==> config.mk <==
export PLATFORM = sky130hd
export DESIGN_NAME = seq_divider_16by8
export DESIGN_NICKNAME = d
export VERILOG_FILES = /design/src/rtl/div_pkg.sv /design/src/rtl/div_restoring_step.sv /design/src/rtl/seq_divider_16by8.sv
export SDC_FILE = /design/constraint.sdc
export NUM_CORES = 1
export LEC_CHECK = 0
export BUFFER_PORTS_ARGS = -buffer_cell sky130_fd_sc_hd__buf_4
export CORE_MARGIN = 3
export CORE_UTILIZATION = 30
export DETAILED_ROUTE_END_ITERATION = 7
export PLACE_DENSITY = 0.48
export SLEW_MARGIN = 20
export SYNTH_ARGS = -nofsm -noshare
export SYNTH_HDL_FRONTEND = slang
export SYNTH_SLANG_ARGS = --single-unit
==> constraint.sdc <==
create_clock -name clk -period 4.24 [get_ports clk]
set_clock_uncertainty 0.2 [all_clocks]
set_input_delay 0.848 -clock clk [delete_from_list [all_inputs] [get_ports clk]]
set_output_delay 0.848 -clock clk [all_outputs]
set_load 0.02 [all_outputs]
==> src/rtl/div_pkg.sv <==
// Shared types and default widths for the sequential 16/8 restoring divider.
// Used by the divider top and by anything that needs its state encoding.
package div_pkg;

    localparam int unsigned DIVIDEND_W = 16;
    localparam int unsigned DIVISOR_W  = 8;
    localparam int unsigned CNT_W      = $clog2(DIVIDEND_W);

    typedef enum logic [1:0] {
        IDLE,
        CALC,
        DONE
    } div_state_t;

endpackage

==> src/rtl/div_restoring_step.sv <==
// One combinational restoring-division step: shift in the next dividend bit,
// trial-subtract the divisor and keep the difference only if it did not borrow.
module div_restoring_step #(
    parameter int unsigned DIVISOR_W = 8
) (
    input  logic [DIVISOR_W:0]   rem,
    input  logic                 q_msb,
    input  logic [DIVISOR_W-1:0] divisor,
    output logic [DIVISOR_W:0]   next_rem,
    output logic                 q_bit
);

    logic [DIVISOR_W+1:0] shifted;
    logic [DIVISOR_W+1:0] trial;

    always_comb begin
        shifted  = {rem, q_msb};
        // One spare MSB turns the subtraction's borrow into a plain sign bit.
        trial    = shifted - {2'b00, divisor};
        q_bit    = ~trial[DIVISOR_W+1];
        next_rem = q_bit ? trial[DIVISOR_W:0] : shifted[DIVISOR_W:0];
    end

endmodule

==> src/rtl/seq_divider_16by8.sv <==
// Sequential unsigned restoring divider, one quotient bit per clock, with
// valid/ready handshakes on both operand and result sides.
module seq_divider_16by8 #(
    parameter int unsigned DIVIDEND_W = div_pkg::DIVIDEND_W,
    parameter int unsigned DIVISOR_W  = div_pkg::DIVISOR_W
) (
    input  logic                  clk,
    input  logic                  rst,
    input  logic                  in_valid,
    output logic                  in_ready,
    input  logic [DIVIDEND_W-1:0] dividend,
    input  logic [DIVISOR_W-1:0]  divisor,
    output logic                  out_valid,
    input  logic                  out_ready,
    output logic [DIVIDEND_W-1:0] quotient,
    output logic [DIVISOR_W-1:0]  remainder,
    output logic                  div_by_zero
);

    import div_pkg::div_state_t;
    import div_pkg::IDLE;
    import div_pkg::CALC;
    import div_pkg::DONE;

    localparam int unsigned CntW = $clog2(DIVIDEND_W);

    div_state_t            state_q, state_d;
    logic [DIVIDEND_W-1:0] q_q, q_d;
    logic [DIVISOR_W:0]    rem_q, rem_d;
    logic [DIVISOR_W-1:0]  div_q, div_d;
    logic [CntW-1:0]       cnt_q, cnt_d;
    logic                  dbz_q, dbz_d;

    logic [DIVISOR_W:0]    step_rem;
    logic                  step_q_bit;

    div_restoring_step #(
        .DIVISOR_W (DIVISOR_W)
    ) u_step (
        .rem      (rem_q),
        .q_msb    (q_q[DIVIDEND_W-1]),
        .divisor  (div_q),
        .next_rem (step_rem),
        .q_bit    (step_q_bit)
    );

    always_ff @(posedge clk) begin
        if (rst) begin
            state_q <= IDLE;
            q_q     <= '0;
            rem_q   <= '0;
            div_q   <= '0;
            cnt_q   <= '0;
            dbz_q   <= 1'b0;
        end else begin
            state_q <= state_d;
            q_q     <= q_d;
            rem_q   <= rem_d;
            div_q   <= div_d;
            cnt_q   <= cnt_d;
            dbz_q   <= dbz_d;
        end
    end

    always_comb begin
        state_d   = state_q;
        q_d       = q_q;
        rem_d     = rem_q;
        div_d     = div_q;
        cnt_d     = cnt_q;
        dbz_d     = dbz_q;
        in_ready  = 1'b0;
        out_valid = 1'b0;

        unique case (state_q)
            IDLE: begin
                // Held low while reset is asserted, even though the state is already IDLE.
                in_ready = ~rst;
                if (in_valid && in_ready) begin
                    div_d = divisor;
                    cnt_d = CntW'(DIVIDEND_W - 1);
                    dbz_d = (divisor == '0);
                    if (divisor == '0) begin
                        q_d     = '1;
                        rem_d   = {1'b0, dividend[DIVISOR_W-1:0]};
                        state_d = DONE;
                    end else begin
                        q_d     = dividend;
                        rem_d   = '0;
                        state_d = CALC;
                    end
                end
            end

            CALC: begin
                // The quotient register doubles as the dividend shifter.
                q_d   = {q_q[DIVIDEND_W-2:0], step_q_bit};
                rem_d = step_rem;
                if (cnt_q == '0) begin
                    state_d = DONE;
                end else begin
                    cnt_d = cnt_q - 1'b1;
                end
            end

            DONE: begin
                out_valid = 1'b1;
                if (out_ready) begin
                    state_d = IDLE;
                end
            end

            default: begin
                state_d = IDLE;
            end
        endcase
    end

    assign quotient    = q_q;
    assign remainder   = rem_q[DIVISOR_W-1:0];
    assign div_by_zero = dbz_q;

endmodule

* After elaboration in Yosys (flattened, before gate mapping)
Cells that the tools add are included.
Cells by class: order comparisons 0, reduce and logical (&&, ||, !) cells 9, multipliers 0, muxes and demuxes 17, div/mod/pow operators 0, $add $sub $neg 2, bitwise logic cells 2, shifts and indexed selects 0, equality and inequality tests 6
Operator list (count):
- $mux 16 | 2
- $pmux 16 s2 | 1
- $mux 9 | 2
- $pmux 9 s2 | 1
- $sub 10x8->10 | 1
- $logic_not 8->1 | 1
- $mux 2 | 4
- $mux 4 | 2
- $mux 8 | 1
- $ne 2x2->1 const B | 4
- $pmux 4 s2 | 1
- $pmux 2 s3 | 1
- $reduce_and 3->1 | 2
- $logic_not 4->1 | 1
- $reduce_and 2->1 | 2
- $sub 4x1->4 const B | 1
- $eq 2x1->1 const B | 1
- $eq 2x2->1 const B | 1
- $logic_not 2->1 | 1
- $mux 1 | 2
- $not 1->1 | 2
- $reduce_bool 2->1 | 1
- $logic_and 1x1->1 | 1
Word-level totals: word-level logic and storage cells 42, flip-flop bits (word level) 40, latch bits 0, ROM bits 0, memories kept 0, input bits 28, bits in writable memories 0

* Logic depth before layout (Yosys ltp)
Gate-level depths: netlist (run 1).
depth after elaboration 4, gate-level depth with buffers 9

* Hierarchy
Synthesis (run 1) repeated with hierarchy kept, for this count alone.
Unflattened totals: cell total of the unflattened synthesis 293, area, all modules 2477.4 µm²
Modules (own cells, without submodules):
- seq_divider_16by8 | sequential area each 800.8 µm², cells each 226, area an instance 1949.4 µm², times used 1
- div_restoring_step | sequential area each 0.0 µm², cells each 67, area an instance 528.0 µm², times used 1

* Least setup slack after synthesis (run 1)
Ideal clock, no wire load.
path type input port to output port, from in rst, to out in_ready, data arrival time 1689 ps, required time 3192 ps, cell stages on the path 3, slack 1503 ps, path through clkbuf_1 clkbuf_1 nor3_1
Between the ends: word-level cells in the longest chain between the ends 2
RTL lines:
- start, declared | RTL line seq_divider_16by8.sv:8 | input logic rst,
- $not 1->1 | RTL line seq_divider_16by8.sv:78 | in_ready = ~rst;
- $mux 1 | RTL line seq_divider_16by8.sv:75 | unique case (state_q)
- end, declared | RTL line seq_divider_16by8.sv:10 | output logic in_ready,
No other way between the ends.

* Worst setup path in the final report (run 1)
Same ends and word-level chain as after synthesis.

==> reports/summary.txt, run 1 <==
status = completed
Resized cells post-CTS = 0
HPWL Detailed = 4717 µm
Total Routing Usage GR = 14.66%
clk sinks = 40
CP required = 3190 ps
Hold Vio Cnt, Final = 0
VDD IR-drop max = 0.1621 mV
WS Path Type = in2out
Setup crit end kind = output pin
leak pwr = 1.150 nW
clock input transition at the sequential cells of the worst setup and hold paths = 80 ps
Root Buffer Master = clkbuf_8
Synth top cells by count = nand2_1 (49), dfxtp_1 (40), a21oi_1 (32)
die width = 93.77 µm
Primary FF master, synth = dfxtp_1
largest net degree at the start of global routing = 48
synth unique cells = 46
Syn Area/Cell = 7.755 µm²
Area after DPL = 2738 µm²
cells on worst reg2reg path = 7
Starting Density = 31.36%
die height = 93.77 µm
R2R setup slack = 1940 ps
RSZ-0062 raised after global routing = no
routed vias = 2218
worst reg2reg path startpoint = rem_q[3]
# hold bufs at CTS = 0
Worst Tran Pin Value = 653.6 ps
DR DRC count = 0
Skew-Pair Late Insertion Delay = 290 ps
Yosys top cell by area = dfxtp_1
num ports = 55
CTS tree = done
Async SR Flop Fraction = 0%
First DRT Iteration DRCs = 91
ant diodes = 0
average wire per standard cell = 14.33 µm
Tmin final = 2561 ps
final setup fails = 0
register area share after synthesis = 34.65%
Pwr per Cell Area = 402.6 nW/µm²
cells after synthesis = 298
postcts setup bufs = 0
htree depth = 2
Hold Crit Class = reg2reg
setup TNS = 0 ps
first-pass GRT wire length = 10290 µm
initial antenna violation count = 0
Pre-Repair DR Iteration Count = 4
FF+latch count, synth = 40
maximum clock insertion buffer count = 2
Core ar. = 7370 µm²
vias in the first global route = 2091
YS warnings = 0
slew margin rel. = 56.43%
share of cells above drive strength 1 = 21.89%
Syn Nets = 336
most instantiated library cell after synthesis = nand2_1
number of synthesized flops with an enable pin = 0
top post-synthesis cells by area = dfxtp_1 (35%), nand2_1 (8.0%), a21oi_1 (6.9%)
# rows = 31
grt ovf = 0
hold depth = 2
die area = 8792 µm²
Pins Over Slew Limit = 0
Final Wtd Congestion = 0.7975
FMAX = 390.5 MHz
vias per inst = 5.076
CP Launch Type = input pin
post-synth top area share = 34.65%
Critical Path AT = 1510 ps
post-route cell area = 2867 µm²
Area Growth Syn to Fin = 24.04%
Max-Cap Viols = 0
routed wire length = 6264 µm
min-delay src = div_q[5]
Final Net Count = 376
worst-path fanout max = 47
mapped cell area = 2311 µm²
Endpoint, Worst Hold = div_q[5]
Power Total = 1.154 mW
Layout fillers = 804
Final period util = 60.39%
Final ANT Viol Nets = 0
final hold slack = 257.8 ps
FF-to-FF End = rem_q[8]
total CTS buffers = 5
Port Buf Inserts = 54
[logic make-up after synthesis]
kind of cell    count (synthesis)  share of synthesized area, %
simple gates                  114                         22.04
buf+inv                        38                         7.850
fa+ha+maj                      10                         5.739
mux                             4                         1.733
xor+xnor                        9                         4.061
compound gates                 83                         23.93
flops                          40                         34.65
[cells in the final DEF (no fill, tap or decap), types with 5 or more instances in the layout]
cell type / instances
o221ai_1: 10
nor2_1: 23
buf_4: 58
a32oi_1: 6
a31oi_1: 5
nor3_1: 8
a21oi_1: 32
nand3_1: 15
nand2_1: 49
xnor2_1: 6
ha_1: 9
inv_1: 13
dfxtp_1: 40
clkbuf_8: 5
o21ai_0: 11
[power by group]
part / total, mW / internal (mW) / leakage, nW / switching, mW
combinational: 0.352 / 0.152 / 0.758 / 0.200
sequential: 0.436 / 0.407 / 0.328 / 0.0294
clock: 0.366 / 0.232 / 0.0642 / 0.134
total: 1.15 / 0.791 / 1.15 / 0.363
[layout make-up]
| class | instances | area (µm²) | area share, % |
|---|---|---|---|
| inverters | 13 | 48.80 | 1.702 |
| clock inverters | 2 | 60.06 | 2.095 |
| repair buffers | 58 | 435.4 | 15.19 |
| multi-input cells | 220 | 1329 | 46.36 |
| flip-flops and latches | 40 | 800.8 | 27.94 |
| well taps | 99 | 123.9 | 4.321 |
| clock buffers | 5 | 68.82 | 2.401 |
[critical path, cell delays in order]
cell and delay, ps:
buf_4 400, nor3_1 90, buf_4 170
[how the worst max path moves through the flow]
stage                     startpoint       end  slack [ps]  cells after the start
after floorplan                  rst  in_ready        1500                      3
after global placement           rst  rem_q[6]        1570                      8
after detailed placement         rst  rem_q[6]        1550                      8
after CTS                        rst  in_ready        1670                      3
after global routing             rst  in_ready        1620                      3
final                            rst  in_ready        1680                      3
[sequential cells by signal, summed over array words and instances (netlist names)]
register     flops
quotient        16
state_q          2
cnt_q            4
rem_q            9
div_q            8
div_by_zero      1
[metrics by stage]
stage | utilization [%] | setup slack [ps] | cells
2_1_floorplan | - | 1503 | 298
3_3_place_gp | 37.15 | 1571 | 430
3_5_place_dp | 37.15 | 1552 | 430
4_1_cts | 38.90 | 1671 | 437
5_1_grt | 38.90 | 1616 | 437
6_report | 38.90 | 1679 | 437
[per-layer routing]
metal / vias to the layer above / share of wire [%] / GRT usage, %
met3: 4 / 4.2 / 2.804
met2: 47 / 47 / 22.71
met4: 0 / 0.73 / 4.573
met5: - / 0 / 0
met1: 1035 / 48 / 20.48
li1: 1132 / - / -
Power figures use the tool's default switching activity.
==> inputs of run 2 (changes only) <==
ABC_AREA = 1   (was unset)
PLACE_DENSITY = 0.47   (was 0.48)
clock period = 2.4 ns   (was 4.24 ns; I/O delays follow)
==> reports/summary.txt, run 2 <==
number of synthesized flops with an enable pin = 0 (unchanged)
# hold bufs at CTS = 0 (unchanged)
Power Total = 2.245 mW (+94%)
register area share after synthesis = 31.79% (-2.9 points)
placed cells = 504 (+17%)
FF-to-FF End = rem_q[6]
die width = 97.63 µm (+4.1%)
highest metal used = met4
postcts setup bufs = 0 (unchanged)
vias per inst = 4.758 (-6.3%)
Starting Density = 31.77% (+0.41 points)
Post-Route Utilization = 39.09% (+0.20 points)
YS warnings = 0 (unchanged)
Setup crit end = rem_q[6]
CP Launch Type = register
cells after synthesis = 363 (+22%)
ant diodes = 0 (unchanged)
First DRT Iteration DRCs = 116 (+27%)
leak pwr = 1.524 nW (+33%)
crit path from = quotient[15]
CP required = 2440 ps (-750 ps)
Area Growth Syn to Fin = 23.05%
total CTS buffers = 5 (unchanged)
routed wire length = 6982 µm (+11%)
post-synth top area share = 31.79% (-2.9 points)
commonest non-fill, non-tap cell in the layout = buf_4
Port Buf Inserts = 54 (unchanged)
Met3 Routed Length = 225 µm (-14%)
worst-path fanout max = 3 (-94%)
Synth top cells by count = nand2_1 (60), inv_1 (52), o21ai_0 (45)
average wire per standard cell = 13.64 µm (-4.9%)
Layout fillers = 909 (+13%)
slew margin rel. = 79.94% (+24 points)
Area after DPL = 2970 µm² (+8.5%)
most frequent cells in the layout = buf_4 (63), nand2_1 (59), inv_1 (52)
die area = 9531 µm² (+8.4%)
share of cells above drive strength 1 = 22.44% (+0.55 points)
# rows = 32 (+3.2%)
DR DRC count = 0 (unchanged)
Multi-input gate area = 1365 µm² (+2.7%)
Skew-Pair Late Insertion Delay = 300 ps (about the same)
Setup crit end kind = register
R2R setup slack = 220 ps (-1720 ps)
Root Buffer Master = clkbuf_8
largest net degree at the start of global routing = 24 (-50%)
Final Wtd Congestion = 0.8277 (+3.8%)
Yosys top cell by area = dfxtp_1
VDD IR-drop max = 0.3356 mV (+110%)
Pins Over Slew Limit = 0 (unchanged)
Final Net Count = 447 (+19%)
Async SR Flop Fraction = 0% (unchanged)
Primary FF master, synth = dfxtp_1
Post-Layout Cell Count = 512 (+17%)
initial antenna violation count = 0 (unchanged)
num ports = 55 (unchanged)
clk sinks = 40 (unchanged)
Max-Cap Viols = 0 (unchanged)
M1 WL = 3407 µm (+13%)
synth unique cells = 33 (-28%)
wire length on met2 = 3283 µm (+12%)
RSZ-0062 raised after global routing = no
HPWL Detailed = 5342 µm (+13%)
die height = 97.63 µm (+4.1%)
clock input transition at the sequential cells of the worst setup and hold paths = 80 ps (about the same)
Total Routing Usage GR = 14.73% (+0.074 points)
Pwr per Cell Area = 724.3 nW/µm² (+80%)
first-pass GRT wire length = 11500 µm (+12%)
Final ANT Viol Nets = 0 (unchanged)
Syn Nets = 401 (+19%)
Worst Tran Pin Value = 297.8 ps (-355.8 ps)
routed vias = 2436 (+9.8%)
grt ovf = 0 (unchanged)
most instantiated library cell after synthesis = nand2_1
Hold Crit Class = in2reg
WS Path Type = reg2reg
mapped cell area = 2519 µm² (+9.0%)
Syn Area/Cell = 6.938 µm² (-11%)
cells on worst reg2reg path = 11 (+4)
CTS tree = done
vias in the first global route = 2284 (+9.2%)
maximum clock insertion buffer count = 2 (unchanged)
FMAX = 459.1 MHz
Register Area = 800.8 µm² (unchanged)
Tmin final = 2178 ps
FF+latch count, synth = 40 (unchanged)
Final period util = 90.75%
final setup fails = 0 (unchanged)
Hold Vio Cnt, Final = 0 (unchanged)
status = completed
top post-synthesis cells by area = dfxtp_1 (32%), nand2_1 (8.9%), o21ai_0 (8.9%)
Largest register FFs = 16 (unchanged)
worst reg2reg path startpoint = quotient[15]
setup TNS = 0 ps (unchanged)
htree depth = 2 (unchanged)
Core ar. = 7928 µm² (+7.6%)
post-route cell area = 3099 µm² (+8.1%)
Pre-Repair DR Iteration Count = 4 (unchanged)
Critical Path AT = 2220 ps (+710 ps)
-- run 2: cell types whose count changed after synthesis, sizes merged, moves of 7 or more --
cell	delta
inv	+42
o21ai	+35
nand2	+18
nand3	+18
o221ai	-11
a31oi	+10
clkbuf	-7
-- run 2: report_power, final --
group / switching (mW) / total [mW] / internal [mW]
Combinational: 0.509 / 0.839 / 0.330
Sequential: 0.0542 / 0.784 / 0.729
Clock: 0.254 / 0.622 / 0.367
Total: 0.818 / 2.24 / 1.43
-- run 2: routing by layer --
| metal | vias to the layer above | GRT usage, % |
|---|---|---|
| met3 | 6 | 3.446 |
| met5 | - | 0 |
| met4 | 0 | 3.088 |
| li1 | 1280 | - |
| met1 | 1111 | 20.39 |
| met2 | 39 | 23.35 |
-- run 2: kinds of logic after synthesis --
logic type	synth area share, %
xor+xnor	1.043
mux	3.179
compound gates	19.92
buf+inv	14.11
simple gates	24.69
fa+ha+maj	5.266
flops	31.79
-- run 2: worst max-delay path, cell delays in order, from the launching register on --
cell and delay, ps:
dfxtp_1 400, inv_1 80, ha_1 210, fa_1 410
nand3b_1 180, nand2_2 120, nand2_1 70, nand3b_1 80
nand2_1 70, nand3_1 70, nand3_1 100, a21oi_1 120
-- run 2: worst min-delay path by stage --
stage                          from          to  slack (ps)  depth (start not counted)
after floorplan            div_q[2]    div_q[2]         230                          2
after global placement     div_q[2]    div_q[2]         250                          2
after detailed placement   div_q[3]    div_q[3]         260                          2
after CTS                 out_ready  state_q[1]         230                          4
after global routing      out_ready  state_q[1]         250                          4
final                     out_ready  state_q[1]         230                          4
-- run 2: timing repair --
| action | CTS | global route |
|---|---|---|
| setup endpoints to repair | 0 | 1 |
| endpoints found under the hold margin | 0 | 0 |
| gates resized for setup | 0 | 1 |
-- run 2: stage by stage --
| stage | setup WS [ps] | hold slack [ps] |
|---|---|---|
| after floorplan | 486.4 | 233.1 |
| after global placement | 197.0 | 248.7 |
| after detailed placement | 177.2 | 259.1 |
| after CTS | 150.6 | 225.7 |
| after global routing | 23.68 | 253.7 |
| final | 221.9 | 231.3 |
-- run 2: final cells by class --
cell class | instances | area share [%]
repair buffers | 63 | 15.26
multi-input cells | 244 | 44.05
clock inverters | 1 | 0.9689
flip-flops and latches | 40 | 25.84
inverters | 55 | 6.661
clock buffers | 7 | 3.109
well taps | 102 | 4.118
